==> config.mk <==
export PLATFORM = sky130hd
export DESIGN_NAME = oled_text_writer
export DESIGN_NICKNAME = d
export VERILOG_FILES = /design/src/rtl/oled_text_pkg.sv /design/src/rtl/oled_text_writer.sv
export SDC_FILE = /design/constraint.sdc
export NUM_CORES = 1
export LEC_CHECK = 0
export BUFFER_PORTS_ARGS = -buffer_cell sky130_fd_sc_hd__buf_2
export CAP_MARGIN = 20
export CORE_MARGIN = 4
export CORE_UTILIZATION = 57
export DETAILED_ROUTE_END_ITERATION = 16
export PLACE_DENSITY = 0.83
export REMOVE_ABC_BUFFERS = 1
export SLEW_MARGIN = 25
export SYNTH_ARGS = -nofsm -noshare
export SYNTH_HDL_FRONTEND = slang
export SYNTH_SLANG_ARGS = --single-unit
export TNS_END_PERCENT = 10
==> constraint.sdc <==
create_clock -name clk -period 4.9 [get_ports clk]
set_input_delay 0 -clock clk [delete_from_list [all_inputs] [get_ports clk]]
set_output_delay 0 -clock clk [all_outputs]
set_load 0.02 [all_outputs]
==> src/rtl/oled_text_pkg.sv <==
// Shared types, constants and cursor arithmetic for the OLED text writer.
// The display is a fixed 4x16 character grid.
package oled_text_pkg;

  localparam int unsigned ROWS  = 4;
  localparam int unsigned COLS  = 16;
  localparam int unsigned ROW_W = 2;
  localparam int unsigned COL_W = 4;

  localparam logic [7:0] CH_BS = 8'h08;
  localparam logic [7:0] CH_LF = 8'h0A;
  localparam logic [7:0] CH_FF = 8'h0C;
  localparam logic [7:0] CH_CR = 8'h0D;

  typedef enum logic [1:0] {
    IDLE,
    ISSUE,
    WAIT_ACK,
    WAIT_DONE
  } state_t;

  typedef enum logic {
    CHAR,
    CLR
  } pend_cmd_t;

  typedef struct packed {
    logic [ROW_W-1:0] row;
    logic [COL_W-1:0] col;
  } cursor_t;

  function automatic logic [ROW_W-1:0] row_next(input logic [ROW_W-1:0] row);
    return (row == ROW_W'(ROWS - 1)) ? '0 : row + ROW_W'(1);
  endfunction

  // Step one cell right, wrapping to the next row and from the last row to the top.
  function automatic cursor_t cursor_advance(input cursor_t cur);
    cursor_t nxt;
    nxt = cur;
    if (cur.col == COL_W'(COLS - 1)) begin
      nxt.col = '0;
      nxt.row = row_next(cur.row);
    end else begin
      nxt.col = cur.col + COL_W'(1);
    end
    return nxt;
  endfunction

  // Cursor update once the driver has finished (or lost) a command.
  function automatic cursor_t cursor_complete(input pend_cmd_t cmd, input cursor_t cur);
    cursor_t nxt;
    nxt = '0;
    if (cmd == CHAR) begin
      nxt = cursor_advance(cur);
    end
    return nxt;
  endfunction

endpackage

==> src/rtl/oled_text_writer.sv <==
// Byte-stream front end for the OLED driver: tracks a text cursor, interprets
// a few control codes and issues showchar/clear pulses paced by drv_ready.
module oled_text_writer
  import oled_text_pkg::*;
#(
  parameter int unsigned ACK_TIMEOUT = 16
) (
  input  logic             clk,
  input  logic             rst_n,
  input  logic             in_valid,
  input  logic [7:0]       in_data,
  output logic             in_ready,
  input  logic             drv_ready,
  output logic             showchar,
  output logic             clear,
  output logic [7:0]       charval,
  output logic [ROW_W-1:0] char_row,
  output logic [COL_W-1:0] char_col,
  output logic [ROW_W-1:0] cursor_row,
  output logic [COL_W-1:0] cursor_col,
  output logic             busy,
  output logic             err
);

  localparam int unsigned CNT_W = $clog2(ACK_TIMEOUT + 1);

  state_t           state, state_d;
  pend_cmd_t        pend_cmd, pend_cmd_d;
  logic [CNT_W-1:0] cnt, cnt_d;
  cursor_t          cur, cur_d;
  cursor_t          pos, pos_d;
  logic [7:0]       charval_d;
  logic             showchar_d, clear_d, err_d;
  logic             printable;

  assign in_ready   = rst_n && (state == IDLE);
  assign busy       = (state != IDLE);
  assign cursor_row = cur.row;
  assign cursor_col = cur.col;
  assign char_row   = pos.row;
  assign char_col   = pos.col;
  assign printable  = (in_data >= 8'h20) && (in_data <= 8'h7E);

  always_ff @(posedge clk or negedge rst_n) begin
    if (!rst_n) begin
      state    <= IDLE;
      pend_cmd <= CHAR;
      cnt      <= '0;
      cur      <= '0;
      pos      <= '0;
      charval  <= '0;
      showchar <= 1'b0;
      clear    <= 1'b0;
      err      <= 1'b0;
    end else begin
      state    <= state_d;
      pend_cmd <= pend_cmd_d;
      cnt      <= cnt_d;
      cur      <= cur_d;
      pos      <= pos_d;
      charval  <= charval_d;
      showchar <= showchar_d;
      clear    <= clear_d;
      err      <= err_d;
    end
  end

  always_comb begin
    state_d    = state;
    pend_cmd_d = pend_cmd;
    cnt_d      = cnt;
    cur_d      = cur;
    pos_d      = pos;
    charval_d  = charval;
    showchar_d = 1'b0;
    clear_d    = 1'b0;
    err_d      = err;

    case (state)
      IDLE: begin
        if (in_valid && in_ready) begin
          if (printable) begin
            charval_d  = in_data;
            pos_d      = cur;
            pend_cmd_d = CHAR;
            state_d    = ISSUE;
          end else begin
            // Control codes other than form feed only move the cursor.
            case (in_data)
              CH_FF: begin
                pend_cmd_d = CLR;
                state_d    = ISSUE;
              end
              CH_LF: begin
                cur_d.col = '0;
                cur_d.row = row_next(cur.row);
              end
              CH_CR: cur_d.col = '0;
              CH_BS: begin
                if (cur.col != '0) begin
                  cur_d.col = cur.col - COL_W'(1);
                end
              end
              default: ;
            endcase
          end
        end
      end

      ISSUE: begin
        if (drv_ready) begin
          showchar_d = (pend_cmd == CHAR);
          clear_d    = (pend_cmd == CLR);
          cnt_d      = '0;
          state_d    = WAIT_ACK;
        end
      end

      WAIT_ACK: begin
        // The driver should drop ready to acknowledge; give up after ACK_TIMEOUT cycles.
        if (!drv_ready) begin
          state_d = WAIT_DONE;
        end else if (cnt == CNT_W'(ACK_TIMEOUT - 1)) begin
          err_d   = 1'b1;
          cur_d   = cursor_complete(pend_cmd, cur);
          state_d = IDLE;
        end else begin
          cnt_d = cnt + CNT_W'(1);
        end
      end

      WAIT_DONE: begin
        if (drv_ready) begin
          cur_d   = cursor_complete(pend_cmd, cur);
          state_d = IDLE;
        end
      end

      default: state_d = IDLE;
    endcase
  end

endmodule

# After elaboration in Yosys (flattened, before gate mapping)
# Index checks and enable logic that the tools add are counted.
dict set report classes {
  addsub 4
  order_cmp 2
  eq_ne 22
  muxes 31
  bitwise 1
  reduce_logical 17
}
# op n
set op_table {}
lappend op_table {{$mux 6} 6}
lappend op_table {{$eq 8x4->1 const B} 4}
lappend op_table {{$mux 2} 10}
lappend op_table {{$pmux 6 s3} 1}
lappend op_table {{$mux 5} 3}
lappend op_table {{$ne 2x2->1 const B} 6}
lappend op_table {{$pmux 5 s2} 1}
lappend op_table {{$reduce_and 3->1} 3}
lappend op_table {{$ge 8x6->1 const B} 1}
lappend op_table {{$le 8x7->1 const B} 1}
lappend op_table {{$mux 4} 2}
lappend op_table {{$pmux 2 s4} 1}
lappend op_table {{$pmux 4 s2} 1}
lappend op_table {{$reduce_and 8->1} 1}
lappend op_table {{$reduce_and 7->1} 1}
lappend op_table {{$eq 2x2->1 const B} 3}
lappend op_table {{$mux 1} 6}
lappend op_table {{$ne 3x2->1 const B} 2}
lappend op_table {{$ne 3x3->1 const B} 2}
lappend op_table {{$reduce_bool 2->1} 3}
lappend op_table {{$add 5x1->5 const B} 1}
lappend op_table {{$eq 5x4->1 const B} 1}
lappend op_table {{$reduce_and 5->1} 1}
lappend op_table {{$add 4x1->4 const B} 1}
lappend op_table {{other kinds (12)} 15}
dict set report totals {
  register_bits 31
  inputBits 12
  output_inout_bits 25
}

# Logic depth before layout (Yosys ltp)
# Gate-level depths: netlist of run 1.
dict set report logic_depth {
  word_depth 7
  depth_mapped 8
}

# Worst setup path before layout of run 1
# Ideal clock, no wire load.
dict set report synth_path {
  path_kind {register to register}
  from {register cnt[0]}
  to {register cur, in the netlist cursor_row[0]}
  setup_ps 125
  arrival_time_ps 1904
  t_required_ps 4775
  path_slack_ps 2871
  path_stages_with_launch 9
  path_buffers 0
  cell_sequence {dfrtp_1 > ha_1 > and3_1 > ha_1 > nor2_1 > nor2_1 > o22ai_2 > or3_4 > mux2_4}
}
dict set report synth_via {
  elab_chain_len 3
}
# element line_no
set synth_rtl {}
lappend synth_rtl {{start: declaration} oled_text_writer.sv:29} ;# logic [CNT_W-1:0] cnt, cnt_d;
lappend synth_rtl {{start signal: assignment} oled_text_writer.sv:58} ;# cnt <= cnt_d;
lappend synth_rtl {{$eq 5x4->1} oled_text_writer.sv:123} ;# end else if (cnt == CNT_W'(ACK_TIMEOUT - 1)) begin
lappend synth_rtl {{$ne 2x2->1 (no source line)} --}
lappend synth_rtl {{$reduce_and 7->1 (no source line)} --}
lappend synth_rtl {{end signal: assignment} oled_text_writer.sv:59} ;# cur <= cur_d;
lappend synth_rtl {{end: declaration} oled_text_writer.sv:30} ;# cursor_t cur, cur_d;
# Every way passes these cells.
# A chain may end at the register's enable or synchronous reset.

# Worst setup path after layout of run 1
dict set report layout_path {
  from {register cnt[0]}
  to {register cur, in the netlist cursor_row[1]}
}
# Same word-level chain as after synthesis.

==> results of run 1 <==
## state kept, by name, summed over array words and instances, names as in the netlist
| signal | flops |
|---|---|
| charval | 8 |
| cnt | 5 |
| char_col | 4 |
| cursor_col | 4 |
| char_row | 2 |
| cursor_row | 2 |
| state | 2 |
| clear | 1 |
| err | 1 |
| pend_cmd | 1 |
| showchar | 1 |
## metrics by stage
stage / setup WS (ps) / power, mW
global route: 2420 / 1.23
detailed placement: 2670 / 0.978
floorplan: 2740 / 0.800
global placement: 2480 / 0.942
finish: 2650 / 1.15
CTS: 2590 / 1.15
## path summary, 6_finish.rpt
check,startpoint,to,slack (ps),depth (start not counted)
worst max-delay path,cnt[0],cursor_row[1],2650,8
worst max register to register,cnt[0],cursor_row[1],2650,8
worst min-delay path,in_data[1],charval[1],50,2
max in group asynchronous,rst_n,cursor_col[0],4220,2
worst min register to register,err,err,480,1
min in group asynchronous,rst_n,cnt[3],230,2
## cells in the mapped netlist (3+ instances only)
master | count | area share (%)
a21oi_1 | 7 | 2.1
buf_2 | 3 | 0.89
dfrtp_1 | 31 | 46
ha_1 | 6 | 4.5
inv_1 | 8 | 1.8
mux2_2 | 14 | 9.4
nand2_1 | 14 | 3.1
nor2_1 | 7 | 1.6
nor3_1 | 5 | 1.5
o21ai_0 | 14 | 4.2
## per-layer routing
metal / share of wire [%] / vias up / global-route usage [%]
li1: - / 661 / -
met1: 43 / 665 / 24.2
met2: 49 / 38 / 32.5
met3: 4.7 / 9 / 4.86
met4: 2.7 / 0 / 10.3
met5: 0 / - / 0
## timing repair
| action | 4_1_cts | 5_1_grt |
|---|---|---|
| setup buffers | 0 | 0 |
| hold endpoints to repair | 38 | 0 |
| setup endpoints to repair | 0 | 0 |
| hold buffers | 8 | 0 |
## kinds of logic after synthesis
group	synth area share, %
buf+inv	4.84
compound gates	15.0
fa+ha+maj	4.47
mux	12.4
flops	46.2
simple gates	17.1
## layout make-up
cell class | instances | area [um^2] | area share [%]
clock buffer | 8 | 68.8 | 3.44
inverter | 8 | 30.0 | 1.50
multi-input combinational | 110 | 826 | 41.3
sequential | 31 | 776 | 38.8
tap | 31 | 38.8 | 1.94
timing repair buffer | 44 | 260 | 13.0
## power groups by stage
stage	clock, mW	sequential [mW]	combinational [mW]
floorplan	0	0.541	0.258
global placement	0	0.456	0.486
detailed placement	0	0.466	0.512
CTS	0.169	0.462	0.518
global route	0.182	0.480	0.568
finish	0.165	0.464	0.517
## worst reg2reg max path, cell delays in order, from the launching register on
cell     delay [ps]
dfrtp_1         410
ha_1            180
and3_1          160
ha_1            240
nor2_1           80
nor2_1          190
o22ai_2         130
or3_4           430
mux2_4          310
==> impl_results.md, run 1 <==
- Initial Util: 60.4%
- Remaining DRCs: 0
- Final Core Density: 71.9%
- CP startpoint kind: register
- Max_cap viols: 0
- Clock skew: 7.67 ps
- Setup TNS: 0 ps
- Ys flop type: dfrtp_1
- Initial antenna violation count: 0
- # rows: 19
- Total number of yosys warnings: 0
- Filler Cells Inserted: 206
- Relative slew margins: 52.6%
- # diodes: 0
- Die ar.: 3880 um^2
- H-tree levels: 2
- Final HPWL DP: 2.65 mm
- Clock Pin Slew Worst Setup and Hold Paths: 90 ps
- Sequential cell fraction of total power: 40.5%
- Final hold vios: 0
- Total GRT Usage: 19.9%
- Core Area: 2780 um^2
- Port bufs: 36
- Final Cell Area: 2000 um^2
- Syn Inst Count: 155
- DRT Pass-1 Iters: 4
- GR Overflow Total: 0
- Clock network power share: 14.4%
- DR iter-0 viols: 36
- Critical Setup Path Class: reg2reg
- Cell Int Power: 0.654 mW
- Slowest cell on the critical path: or3_4
- CTS tree: built
- Final Cycle Share: 46.0%
- Critical path fanouts, max: 6
- Most frequent cells in the layout: 36 x buf_2, 31 x dfrtp_1, 14 x nand2_1, 14 x o21ai_0, 14 x mux2_2
- I/O pins: 37
- CP max stage delay: 430 ps
- Number of gates resized after cts: 0
- Gate power share: 45.1%
- Crit path buf inv count: 0
- Lkg Pwr: 0.957 nW
- Vias in the first global route: 1375
- Dpl cell area: 1850 um^2
- Slew at the pin with the worst max-slew slack: 708 ps
- Syn Std Cell Area: 1680 um^2
- Power per cell area: 573 nW/um^2
- Most common cell after layout, fill and taps aside: buf_2
- Die X: 62.3 um
- Final Non-Filler Cells: 232
- RSZ-0062 raised after global routing: no
- Critical Path AT: 2470 ps
- Sw frac: 43.0%
- Die height: 62.3 um
- Setup-failing EPs final: 0
- Crit path capture type: register
- Net count, final: 218
- Yosys reg bits: 31
- Post-synth EDFFs: 0
- Layout cells sized above 1: 35.8%
- Clock sink count: 31
- DRT Wirelength: 3.62 mm
- Area overhead of the layout relative to synthesis: 19.0%
- Placed insts: 216
- Number of buffers created by CTS: 5
- Gpl congestion: 0.918
- Maximum clock rate: 0.443 GHz
- Clk_lat worst skew: 330 ps
- Clock buffer depth: 2
- Worst path cell trace: ha_1 -> and3_1 -> ha_1 -> nor2_1 -> nor2_1 -> o22ai_2 -> or3_4 -> mux2_4
- First-pass GRT wire length: 6.22 mm
- Synth unique cells: 46
- Drt wl/cell: 15.6 um
- Vias per cell: 5.92
- Status: finished, final reports clean
- Type of the most critical hold path: in2reg
- WP data required: 5110 ps
- Cell chosen for the clock root: clkbuf_4
- CP delay by family, top: simple AND/OR/NAND/NOR gates
- Register area share after synthesis: 46.2%
- Clock period minus worst slack: 2250 ps
- Maximum vdd drop: 445 uV
- FFs w/ async S/R, synth: 100%
- Routed Antenna Nets: 0
- Final slew viol count: 0
- Largest net degree at the start of global routing: 34
- Synth Area per Inst: 10.8 um^2
- Psw: 0.492 mW
- Hold slack: 54.4 ps
- Vias: 1373
Note: power is estimated with default switching activity, not from simulation.
==> run 2: changes to the inputs <==
--- a/config.mk
+++ b/config.mk
@@ -5,12 +5,13 @@
 export SDC_FILE = /design/constraint.sdc
 export NUM_CORES = 1
 export LEC_CHECK = 0
+export ABC_AREA = 1
 export BUFFER_PORTS_ARGS = -buffer_cell sky130_fd_sc_hd__buf_2
 export CAP_MARGIN = 20
 export CORE_MARGIN = 4
-export CORE_UTILIZATION = 57
+export CORE_UTILIZATION = 49
 export DETAILED_ROUTE_END_ITERATION = 16
-export PLACE_DENSITY = 0.83
+export PLACE_DENSITY = 0.75
 export REMOVE_ABC_BUFFERS = 1
 export SLEW_MARGIN = 25
 export SYNTH_ARGS = -nofsm -noshare
==> constraint.sdc (replaced) <==
create_clock -name clk -period 1.8 [get_ports clk]
set_input_delay 0 -clock clk [delete_from_list [all_inputs] [get_ports clk]]
set_output_delay 0 -clock clk [all_outputs]
set_load 0.02 [all_outputs]
==> run 2 against run 1 <==
  * Clock skew shrank 1.9 ps
  * Sequential cell count is the same
  * Maximum frequency grew 35%
  * Final cell count grew 45%
  * Synthesized area grew 8.9%
  * Synthesized cell count grew 54%
  * First-iteration DRC count grew to 2.6 times the previous value
  * Hold slack lost 45 ps
  * Combinational power grew to 2.8 times the previous value
  * Total power grew to 2.8 times the previous value
  * Largest cell class unchanged
==> impl_results.md, run 2 <==
- Layout cells sized above 1: 29.9%
- Type of the most critical hold path: in2reg
- Final Core Density: 65.8%
- Final hold vios: 0
- H-tree levels: 2
- Worst Hold Launch: in_data[2]
- Syn Std Cell Area: 1830 um^2
- Yosys top cell area share: 42.4%
- Die height: 69.1 um
- Clock Pin Slew Worst Setup and Hold Paths: 60 ps
- Final HPWL DP: 3.02 mm
- Grt met3 use: 5.23%
- Max_cap viols: 0
- Final Cycle Share: 93.1%
- Port bufs: 36
- Most Used Layer, Global Route: met2
- Maximum vdd drop: 666 uV
- Core Area: 3470 um^2
- Synth unique cells: 27
- Power per cell area: 1390 nW/um^2
- CP startpoint kind: register
- Most flops, register: charval
- Syn Inst Count: 239
- Vias: 1622
- Most frequent cells in the layout: 66 x nand2_1, 36 x buf_2, 33 x inv_1, 31 x dfrtp_1, 28 x nor2_1
- Relative slew margins: 74.0%
- Clock period minus worst slack: 1680 ps
- Clock skew: 5.81 ps
- Post-synth EDFFs: 0
- Critical path fanouts, max: 3
- Post-synth top cells: 69 x nand2_1, 33 x inv_1, 31 x dfrtp_1
- Critical Path AT: 1850 ps
- Die ar.: 4780 um^2
- Clock buffer depth: 2
- Final slew viol count: 0
- Most common cell after layout, fill and taps aside: nand2_1
- Largest net degree at the start of global routing: 32
- Vias per cell: 4.81
- GR Layer Usage met2: 29.0%
- Lkg Pwr: 1.27 nW
- GR Layer Usage met1: 22.7%
- Synth top area cells: dfrtp_1 42%, nand2_1 14%, inv_1 6.8%
- Drt wl/cell: 12.0 um
- Setup TNS: 0 ps
- Max FFs per register: 8
- Crit path capture type: register
- Slew at the pin with the worst max-slew slack: 390 ps
- Status: finished, final reports clean
- Number of buffers created by CTS: 5
- First-pass GRT wire length: 7.07 mm
- Cell chosen for the clock root: clkbuf_8
- Hold slack: 9.66 ps
- Total power: 3.17 mW
- Dpl cell area: 2090 um^2
- # diodes: 0
- Critical path origin: cnt[1]
- Yosys reg bits: 31
- Synth Area per Inst: 7.66 um^2
- WP data required: 1970 ps
- GR Overflow Total: 0
- Total number of yosys warnings: 0
- Largest registers in the final layout: charval (8), cnt (5)
- I/O pins: 37
- DRT Wirelength: 4.05 mm
- RSZ-0062 raised after global routing: yes
- Net count, final: 308
- Clk_lat worst skew: 280 ps
- DRT Pass-1 Iters: 4
- Initial Util: 52.8%
- Setup-failing EPs final: 0
- Register area share after synthesis: 42.4%
- Total GRT Usage: 18.1%
- Routed Antenna Nets: 0
- Area leader, netlist: dfrtp_1
- Initial antenna violation count: 0
- # rows: 21
- Die X: 69.1 um
- Gpl congestion: 0.878
- Area overhead of the layout relative to synthesis: 24.7%
- Vias in the first global route: 1634
- RR Startpoint: cnt[1]
- Remaining DRCs: 0
- Critical Setup Path Class: reg2reg
- Maximum clock rate: 0.597 GHz
- CTS tree: built
- Final Cell Area: 2280 um^2
- DR iter-0 viols: 92
- Clock sink count: 31
- FFs w/ async S/R, synth: 100%
- Filler Cells Inserted: 313
- Count leader, synth: nand2_1
- Ys flop type: dfrtp_1
==> run 2: logic make-up (layout without fill, tap and decap cells) <==
kind of cell,Yosys count,in the layout,synth area share (%)
AOI/OAI and AO/OA,31,31,11.1
xor gates and xnor gates,2,2,0.957
adders and majority gates,6,6,4.10
buffers and inverters,38,90,8.61
DFF,31,31,42.4
and+or+nand+nor,131,131,32.8
==> run 2: layer usage <==
metal  vias to the layer above  part of all wire, %
met3                         7                  6.3
met5                         -                    0
met1                       719                   45
met4                         0                  1.6
li1                        853                    -
met2                        43                   47
==> run 2: worst max-delay path, cell delays in order, from the launching register on <==
cell and delay [ps]:
dfrtp_1 380, ha_2 190, inv_1 60, nor3_2 110, ha_2 200, inv_1 60, nand2_1 70, nand2_2 70
a21oi_4 140, nand2_2 90, o21ai_2 120, nand2_1 70
==> run 2: final cells by class <==
type | instances | area [um^2] | share of cell area [%]
Sequential cell | 31 | 776 | 34.0
Tap cell | 46 | 57.6 | 2.52
Clock inverter | 2 | 35.0 | 1.54
Timing Repair Buffer | 46 | 263 | 11.5
Inverter | 36 | 135 | 5.92
Multi-Input combinational cell | 170 | 933 | 40.9
Clock buffer | 6 | 82.6 | 3.62
==> run 2: final timing paths <==
check                                end  slack [ps]  cells past startpoint
setup / recovery           cursor_row[1]         120                     11
hold / removal                charval[2]          10                      3
setup reg to reg           cursor_row[1]         120                     11
hold reg to reg               charval[7]         470                      2
max in group asynchronous         cnt[4]        1220                      3
min in group asynchronous     charval[6]         300                      3
==> run 2: timing repair <==
| item | in CTS | in global routing |
|---|---|---|
| endpoints found under the hold margin | 33 | 0 |
| resized for setup | 1 | 12 |
| hold buffers | 3 | 0 |
| setup buffers | 0 | 1 |
| endpoints found under the setup margin | 2 | 8 |
| pin swaps | 0 | 7 |
==> run 2: report_power, final <==
| group | internal (mW) | leakage, nW | total (mW) | switching, mW |
|---|---|---|---|---|
| clock network | 0.447 | 0.0612 | 0.703 | 0.256 |
| logic | 0.515 | 0.797 | 1.46 | 0.948 |
| registers | 0.872 | 0.414 | 1.01 | 0.136 |
| total | 1.84 | 1.27 | 3.17 | 1.34 |
==> run 2: per-stage QoR <==
stage               instances  setup slack (ps)
floorplan                 237               159
global placement          325              55.4
CTS                       336              4.70
global route              337             -52.8
detailed placement        325             -51.8
finish                    337               124
==> run 3: changes to the inputs <==
--- a/config.mk
+++ b/config.mk
@@ -7,11 +7,12 @@
 export LEC_CHECK = 0
 export ABC_AREA = 1
 export BUFFER_PORTS_ARGS = -buffer_cell sky130_fd_sc_hd__buf_2
-export CAP_MARGIN = 20
+export CAP_MARGIN = 0
 export CORE_MARGIN = 4
 export CORE_UTILIZATION = 49
 export DETAILED_ROUTE_END_ITERATION = 16
 export PLACE_DENSITY = 0.75
+export RECOVER_POWER = 50
 export REMOVE_ABC_BUFFERS = 1
 export SLEW_MARGIN = 25
 export SYNTH_ARGS = -nofsm -noshare
==> run 3 against run 2 <==
  * Combinational power barely moved
  * Maximum frequency fell by 0.86%
  * Die area did not move
  * Critical endpoint unchanged
==> impl_results.md, run 3 (same netlist as run 2, synthesis figures left out) <==
- Most flops, register: charval
- Maximum vdd drop: 668 uV
- DRT Pass-1 Iters: 4
- # diodes: 0
- Clock skew: 5.78 ps
- Final Core Density: 65.4%
- CP max stage delay: 390 ps
- Max FFs per register: 8
- Remaining DRCs: 0
- CP startpoint kind: register
- Clock Pin Slew Worst Setup and Hold Paths: 60 ps
- Most frequent cells in the layout: 66 x nand2_1, 33 x inv_1, 31 x dfrtp_1, 28 x nor2_1, 26 x buf_2
- Setup-failing EPs final: 0
- Final slew viol count: 0
- Drt wl/cell: 12.1 um
- Die X: 69.1 um
- Final HPWL DP: 3.02 mm
- DR iter-0 viols: 84
- Lkg Pwr: 1.23 nW
- GR Overflow Total: 0
- Critical path fanouts, max: 3
- Final Cell Area: 2270 um^2
- Critical Setup Path Class: reg2reg
- Max_cap viols: 0
- Worst path cell trace: ha_2 -> inv_1 -> nor3_2 -> ha_2 -> inv_1 -> nand2_1 -> nand2_2 -> a21oi_4 -> nand2_2 -> o21ai_2 -> nand2_1
- I/O pins: 37
- Final Cycle Share: 93.9%
- Power per cell area: 1400 nW/um^2
- Net count, final: 308
- Total GRT Usage: 18.1%
- Cell chosen for the clock root: clkbuf_8
- Crit path capture type: register
- Most common cell after layout, fill and taps aside: nand2_1
- Dpl cell area: 2090 um^2
- Slowest cell on the critical path: dfrtp_1
- Layout cells sized above 1: 26.5%
- # rows: 21
- WP data required: 1970 ps
- DRT Wirelength: 4.09 mm
- Vias in the first global route: 1634
- RSZ-0062 raised after global routing: yes
- Area overhead of the layout relative to synthesis: 23.9%
- Port bufs: 36
- CTS tree: built
- Status: finished, final reports clean
- Initial antenna violation count: 0
- Die height: 69.1 um
- Clk_lat worst skew: 280 ps
- Largest net degree at the start of global routing: 32
- Routed Antenna Nets: 0
- Gpl congestion: 0.878
- Maximum clock rate: 0.592 GHz
- Critical Path AT: 1860 ps
- Clock sink count: 31
- Relative slew margins: 49.3%
- Die ar.: 4780 um^2
- Clock buffer depth: 2
- Core Area: 3470 um^2
- Final hold vios: 0
- Vias: 1630
- First-pass GRT wire length: 7.07 mm
- Type of the most critical hold path: in2reg
- H-tree levels: 2
- Initial Util: 52.8%
- Vias per cell: 4.84
- Number of buffers created by CTS: 5
- Largest registers in the final layout: charval (8), cnt (5)
- Clock period minus worst slack: 1690 ps
- Slew at the pin with the worst max-slew slack: 760 ps
run 3: per-stage QoR:
step,setup TNS (ps),power [mW],hold WS [ps],instances,setup slack (ps)
after floorplan,0,1.96,-296,237,159
after global placement,0,2.32,67.4,325,55.4
after detailed placement,-101,2.37,68.9,325,-51.8
after CTS,0,3.11,2.35,336,4.70
after global routing,-209,3.42,19.4,337,-52.8
final,0,3.17,10.9,337,110
run 3: where the power goes:
group | internal (mW) | switching (mW) | leakage (nW) | total (mW)
Combinational | 0.502 | 0.950 | 0.757 | 1.45
Sequential | 0.872 | 0.139 | 0.414 | 1.01
Clock | 0.447 | 0.256 | 0.0612 | 0.703
Total | 1.82 | 1.34 | 1.23 | 3.17
run 3: repair_timing:
| item | CTS | global route |
|---|---|---|
| setup endpoints to repair | 2 | 8 |
| pin swaps | 0 | 7 |
| endpoints found under the hold margin | 33 | 0 |
| resized for setup | 1 | 12 |
| gates cloned | 0 | 0 |
| buffers inserted | 0 | 1 |
| hold buffers | 3 | 0 |
run 3: critical path, delay by kind of cell, from the launching register on:
kind / cells / cell delay (ps)
simple gates: 5 / 410
fa+ha+maj: 2 / 400
flops: 1 / 390
compound gates: 2 / 260
buf+inv: 2 / 120
run 3: layout make-up:
type	instances	area, um^2
fill	324	1200
multi-input combinational	170	933
sequential	31	776
timing repair buffer	46	248
inverter	36	135
clock buffer	6	82.6
tap	46	57.6
clock inverter	2	35.0
run 3: path summary, 6_finish.rpt:
path	start	cells past startpoint	to	slack, ps
worst max-delay path	cnt[1]	11	cursor_row[1]	110
worst min-delay path	in_data[2]	3	charval[2]	10
worst max register to register	cnt[1]	11	cursor_row[1]	110
worst min register to register	charval[7]	2	charval[7]	470
max in group asynchronous	rst_n	3	cnt[4]	850
min in group asynchronous	rst_n	3	charval[7]	470
run 3: per-layer routing:
layer | GRT usage, % | up-vias | share of wire [%]
met2 | 29.0 | 42 | 47
met1 | 22.7 | 727 | 46
li1 | - | 854 | -
met5 | 0 | - | 0
met4 | 7.59 | 0 | 1.6
met3 | 5.23 | 7 | 6.0
